--- src/rtl/seq_detect_param.sv ---
// Parametrised serial pattern detector, advanced one symbol per rising edge of `next`.
// Reports the matched-prefix length, flags and counts matches, and can lock after N matches.
module seq_detect_param #(
    parameter int                 PAT_LEN      = 4,
    parameter logic [PAT_LEN-1:0] PATTERN      = 4'b0110,
    parameter int                 OVERLAP      = 1,
    parameter int                 LOCK_MATCHES = 0,
    parameter int                 CNT_W        = 8,
    localparam int                PW           = $clog2(PAT_LEN + 1)
) (
    input  logic             clk,
    input  logic             reset,
    input  logic             next,
    input  logic             in,
    input  logic             clear,
    output logic [PW-1:0]    progress,
    output logic             out,
    output logic             match_pulse,
    output logic [CNT_W-1:0] match_count,
    output logic             locked
);

    if (PAT_LEN < 2 || PAT_LEN > 16) begin : g_bad_pat_len
        $error("seq_detect_param: PAT_LEN must be in 2..16");
    end
    if (LOCK_MATCHES < 0 || LOCK_MATCHES > (2 ** CNT_W) - 1) begin : g_bad_lock
        $error("seq_detect_param: LOCK_MATCHES must fit in the saturating counter");
    end

    localparam logic [CNT_W-1:0] CNT_MAX = {CNT_W{1'b1}};
    localparam logic [PW-1:0]    FULL    = PW'(PAT_LEN);

    logic               next_last_q;
    logic [PAT_LEN-1:0] hist_q, hist_d;
    logic [PW-1:0]      fill_q, fill_d;
    logic               restart_q, restart_d;
    logic [PW-1:0]      progress_q, progress_d;
    logic               out_q, out_d;
    logic               pulse_q, pulse_d;
    logic [CNT_W-1:0]   count_q, count_d;
    logic               locked_q, locked_d;

    logic               step;
    logic [PAT_LEN-1:0] hist_shift;
    logic [PW-1:0]      fill_shift;
    logic [PW-1:0]      k_new;
    logic               is_match;
    logic [CNT_W-1:0]   count_inc;
    logic               lock_hit;

    // Longest k <= f whose newest k symbols equal the first k symbols of the pattern.
    function automatic logic [PW-1:0] prefix_len(input logic [PAT_LEN-1:0] h,
                                                 input logic [PW-1:0]      f);
        logic [PW-1:0]      best;
        logic [PAT_LEN-1:0] mask;
        best = '0;
        for (int k = 1; k <= PAT_LEN; k++) begin
            mask = {PAT_LEN{1'b1}} >> (PAT_LEN - k);
            if ((k <= int'(f)) && ((h & mask) == ((PATTERN >> (PAT_LEN - k)) & mask))) begin
                best = PW'(k);
            end
        end
        return best;
    endfunction

    assign step = next & ~next_last_q & ~locked_q & ~clear;

    // NOTE: every always_comb output gets a default first, so no path can infer a latch.
    always_comb begin
        hist_shift = restart_q ? {{(PAT_LEN-1){1'b0}}, in} : {hist_q[PAT_LEN-2:0], in};
        if (restart_q) begin
            fill_shift = PW'(1);
        end else if (fill_q == FULL) begin
            fill_shift = fill_q;
        end else begin
            fill_shift = fill_q + PW'(1);
        end
        k_new     = prefix_len(hist_shift, fill_shift);
        is_match  = (k_new == FULL);
        count_inc = (count_q == CNT_MAX) ? count_q : count_q + CNT_W'(1);
        lock_hit  = (LOCK_MATCHES != 0) && (count_inc == CNT_W'(LOCK_MATCHES));
    end

    always_comb begin
        hist_d     = hist_q;
        fill_d     = fill_q;
        restart_d  = restart_q;
        progress_d = progress_q;
        out_d      = out_q;
        pulse_d    = 1'b0;
        count_d    = count_q;
        locked_d   = locked_q;
        if (step) begin
            hist_d     = hist_shift;
            fill_d     = fill_shift;
            progress_d = k_new;
            out_d      = is_match;
            pulse_d    = is_match;
            restart_d  = is_match && (OVERLAP == 0);
            if (is_match) begin
                count_d  = count_inc;
                locked_d = lock_hit;
            end
        end
    end

    // The edge detector keeps tracking `next` through clear, so a held button
    // does not produce a fresh step when clear releases.
    always_ff @(posedge clk) begin
        if (reset) begin
            next_last_q <= 1'b0;
        end else begin
            next_last_q <= next;
        end
    end

    // NOTE: state uses non-blocking assignments so every register samples pre-edge values.
    always_ff @(posedge clk) begin
        if (reset || clear) begin
            hist_q     <= '0;
            fill_q     <= '0;
            restart_q  <= 1'b0;
            progress_q <= '0;
            out_q      <= 1'b0;
            pulse_q    <= 1'b0;
            count_q    <= '0;
            locked_q   <= 1'b0;
        end else begin
            hist_q     <= hist_d;
            fill_q     <= fill_d;
            restart_q  <= restart_d;
            progress_q <= progress_d;
            out_q      <= out_d;
            pulse_q    <= pulse_d;
            count_q    <= count_d;
            locked_q   <= locked_d;
        end
    end

    assign progress    = progress_q;
    assign out         = out_q;
    assign match_pulse = pulse_q;
    assign match_count = count_q;
    assign locked      = locked_q;

endmodule

--- config.mk ---
export PLATFORM = sky130hd
export DESIGN_NAME = seq_detect_param
export DESIGN_NICKNAME = d
export VERILOG_FILES = /design/src/rtl/seq_detect_param.sv
export SDC_FILE = /design/constraint.sdc
export NUM_CORES = 1
export LEC_CHECK = 0
export CORE_MARGIN = 4
export CORE_UTILIZATION = 49
export DETAILED_ROUTE_END_ITERATION = 10
export PLACE_DENSITY = 0.74
export SLEW_MARGIN = 15
export SYNTH_ARGS = -nofsm -noshare
export SYNTH_HDL_FRONTEND = slang
export SYNTH_SLANG_ARGS = --single-unit
--- constraint.sdc ---
create_clock -name clk -period 3.17 [get_ports clk]
set_clock_uncertainty 0.2 [all_clocks]
set_input_delay 0.317 -clock clk [delete_from_list [all_inputs] [get_ports clk]]
set_output_delay 0.317 -clock clk [all_outputs]
set_load 0.1 [all_outputs]
Word level (Yosys, flattened, before mapping):

Cells that the tools add are included.

* equality and inequality tests: 6
* $lt $le $gt $ge: 4
* add/sub/neg operators: 2
* $mul: 0
* shifts and indexed selects: 0
* bitwise gates (word level): 6
* muxes and demuxes: 5
* reduce and logical (&&, ||, !) cells: 8
* divide/modulo/power cells: 0

Operators with widths (count)
* 3-bit two-way mux: 3
* 8-bit by 1-bit adder with 8-bit output (second input constant): 1
* 8-bit equality test (second input constant): 1
* 3-bit equality test (second input constant): 2
* 2-bit by 3-bit <= comparator with 1-bit output (first input constant): 2
* 4-bit by 3-bit equality test with 1-bit output (second input constant): 1
* 1-bit logical AND: 4
* 4-bit logical NOT: 1
* 1-bit inverter: 4
* 3-bit by 1-bit adder with 3-bit output (second input constant): 1
* 3-bit by 2-bit equality test with 1-bit output (second input constant): 1
* 1-bit by 3-bit <= comparator with 1-bit output (first input constant): 1
* 3-bit <= comparator (first input constant): 1
* 3-bit AND reduction: 1
* 1-bit AND: 2
* 2-bit by 1-bit equality test with 1-bit output (second input constant): 1
* 2-bit two-way mux: 1
* 2-bit OR reduction: 1
* 1-bit logical OR: 1
* 1-bit two-way mux: 1

* register bits: 20
* bits in writable memories: 0
* input port bits: 5
* bits in read-only memories: 0
* bits in latches: 0
* output and inout bits: 14
* word-level logic and storage cells: 38
* memories kept: 0

Longest topological paths before layout:

* depth in word-level cells: 10
* gate-level depth with buffers: 9
* gate-level depth less buffers: 6

Worst setup path before layout:

No wires, ideal clock.

* path type: register to register
* start point: register count_q[1], in the netlist match_count[1]
* end point: register count_q[7], in the netlist match_count[7]
* stages on the path, launching flop included: 7
* data arrival time: 2.182 ns
* period minus slack after synthesis: 2.486 ns
* setup slack: 0.684 ns
* buffers on the path: 1
* cell sequence: dfxtp_1 ha_1 nand3_1 nor3_1 clkbuf_1 o311ai_0 o41ai_1

* word-level cells in the longest chain between the ends: 3
* elaborated cells between the ends (all ways): 4

Ends and longest elaborated chain
* from (decl): RTL line 40 `logic [CNT_W-1:0] count_q, count_d;`
* from (signal assigned): RTL line 135 `count_q <= count_d;`
* parallel branches: the longest is 3 deep, another holds 8-bit by 1-bit adder with 8-bit output

Parallel ways; which one is timed is not known.
A chain may end at the register's enable or synchronous reset.

Worst setup path after layout:

* start point: input port next
* end point: register count_q[0], in the netlist match_count[0]

* word-level cells in the longest chain between the ends: 3

Ends and longest elaborated chain
* from (decl): RTL line 13 `input logic next,`
* 1-bit AND (2 in series): RTL line 66 `assign step = next & ~next_last_q & ~locked_q & ~clear;`
* 3-bit AND reduction (no source line)

No other way between the ends.

==> flow_summary_export.csv <==
group,metric,value,unit
clock_network,cts_hold_buf,0,
grt,antenna_found_initial,0,
sta,slew_viol_final,0,
clock_network,clk_pin_slew,0.11,ns
drt,dr.first_iter.drc_count,16,
synth,netlist_area,936,um2
synth,ys_types,32,
place,hpwlAfterDp,1340,um
synth,syn_avg_cell_area,8.21,um2
clock_network,cts_tree,"done",
critical_path,worstPathRequired,3.21,ns
grt,grt_max_degree,17,
clock_network,h-tree-depth,1,
grt,grtUsageTotal,16.9,%
clock_network,clock-sinks,20,
sta,max_slew_margin,35.1,%
sta,max_freq,392,MHz
drt,drc_errors,0,
power,pwr-share-seq,58.5,%
drt,wirelength,1900,um
grt,grt_pass1_wl,3420,um
synth,yosysSeqAreaShare,42.8,%
place,io_buffers,17,
power,p_leak,0.395,nW
power,p_int,0.334,mW
synth,synth_warnings,0,
clock_network,cts-resized-gates,0,
power,switching_share,23.2,%
drt,via_count,857,
finish,final_core_util,63.5,%
sta,hold_viol,0,
clock_network,numCtsBuffers,3,
power,power.density,387,nW/um2
floorplan,rows,15,
sta,tightest_slew,0.966,ns
floorplan,die-area,2670,um2
place,routabilityCongestion,0.825,
clock_network,clockRootBuffer,"clkbuf_4",
floorplan,die_w,51.7,um
power,worst_ir_drop_vdd,0.271,mV
critical_path,crit_fanout,10,
drt,wl_per_cell,12.3,um
critical_path,critPathCaptureType,"register",
critical_path,crit_arrival,2.59,ns
grt,overflow,0,
clock_network,clock_path_buffers,2,
power,pwr-share-clk,34.2,%
finish,antenna_cells,0,
clock_network,clk_latency,0.30,ns
grt,grt_pass1_vias,790,
sta,final-setup-viol-count,0,
floorplan,die_h,51.7,um
floorplan,design.core.area,1760,um2
sta,rsz0062_at_grt,"false",
synth,ys_ff_latch,20,
floorplan,start_util,53.0,%
clock_network,cts_setup_buffers,0,
synth,synth-async-reset-ratio,0,%
sta,post-route-period-util,80.4,%
outcome,status,"finished clean",
critical_path,worst_setup_path_start_kind,"primary input",
critical_path,worstSetupPathType,"in -> reg",
power,p_sw,0.101,mW
min_path,worstHoldPathType,"reg -> reg",
sta,tns,0,ns
floorplan,ioPinCount,19,
synth,synth_nets,122,
drt,drtAntennaViolNets,0,
drt,drtPass1Iterations,4,
synth,ys_dominant_reg_cell,"dfxtp_1",
power,combPwrFrac,7.2,%
synth,synthCells,114,
finish,syn2layout_area_growth,19.8,%
synth,synth_edf_count,0,
finish,nNetsFinal,138,
drt,vias_per_cell,5.56,
sta,min_period,2.55,ns
flow_run,cap_violations,0,
finish,drive_gt1_share,15.5,%
## synth_stat cells (all sizes together) (2+ instances only)
cell type | count | area share [%]
dfxtp | 20 | 43
nand2 | 15 | 6.0
a21oi | 12 | 6.4
clkbuf | 6 | 2.4
inv | 6 | 2.4
o21ai | 6 | 3.2
nand3 | 5 | 2.7
nor2 | 5 | 2.0
nor3 | 4 | 2.1
o41ai | 4 | 3.7
ha | 3 | 4.0
o311ai | 3 | 2.8
o31ai | 3 | 2.4
or4 | 3 | 2.4
buf | 2 | 1.3
o22ai | 2 | 1.3
## sequential cells by signal, summed over array words and instances, names as in the netlist
| name | count |
|---|---|
| match_count | 8 |
| fill_q | 3 |
| hist_q | 3 |
| progress | 3 |
| match_pulse | 1 |
| next_last_q | 1 |
| out | 1 |
## final cells by class
class	count	area [um2]
well taps	25	31.3
flip-flops and latches	20	400
multi-input cells	80	478
repair buffers	19	153
fillers	175	643
clock buffers	4	36.3
inverters	6	22.5
## kinds of logic after synthesis
logic type	count (synthesis)	synth area share (%)
and+or+nand+nor	41	22.3
AOI/OAI and AO/OA	33	22.3
DFF	20	42.8
buffers and inverters	14	6.15
adders and majority gates	3	4.01
other	1	0.401
xor gates and xnor gates	1	0.936
muxes	1	1.07
## worst max-delay path, cell delays in order
cell and delay, ns:
clkdlybuf4s50_1 0.48, or3b_1 0.36, or4_1 0.69, buf_4 0.23
or3_1 0.34, a21oi_1 0.16
## metal layers
| layer | track usage [%] | share of wire, % | wire length (um) |
|---|---|---|---|
| met5 | 0 | 0 | 0 |
| met2 | 26.9 | 44 | 832 |
| met3 | 3.44 | 3.7 | 71 |
| met4 | 7.86 | 2.1 | 40 |
| met1 | 21.9 | 50 | 954 |
## worst paths after layout
check	cells after the start	from	to	slack [ns]
hold / removal	2	hist_q[2]	hist_q[2]	0.26
hold reg to reg	2	hist_q[2]	hist_q[2]	0.26
setup reg to reg	6	fill_q[0]	match_count[0]	0.63
setup / recovery	6	next	match_count[0]	0.62
## per-stage QoR
stage / total power, mW / setup WS, ns / hold slack [ns] / instance area [um2] / cells
global route: 0.455 / 0.367 / 0.306 / 1120 / 154
finish: 0.434 / 0.620 / 0.260 / 1120 / 154
detailed placement: 0.291 / 0.319 / 0.251 / 1080 / 150
global placement: 0.290 / 0.366 / 0.242 / 1080 / 150
CTS: 0.436 / 0.627 / 0.267 / 1120 / 154
floorplan: 0.281 / 0.684 / 0.189 / 936 / 114
## placed cells by master (no fill, tap or decap), types with 2 or more instances in the layout
cell,n
dfxtp_1,20
nand2_1,15
buf_4,15
a21oi_1,12
inv_1,6
o21ai_0,6
nor2_1,5
nand3_1,5
nor3_1,4
o41ai_1,4
clkdlybuf4s50_1,4
or4_1,3
o31ai_1,3
o311ai_0,3
ha_1,3
clkbuf_4,3
o22ai_1,2
## power groups by stage
stage	clock network [mW]	logic (mW)	registers (mW)
floorplan	0	0.0199	0.261
global route	0.166	0.0337	0.255
finish	0.149	0.0313	0.254
CTS	0.151	0.0310	0.254
detailed placement	0	0.0308	0.260
global placement	0	0.0306	0.260
No activity file was read; power rests on OpenSTA's default activity.
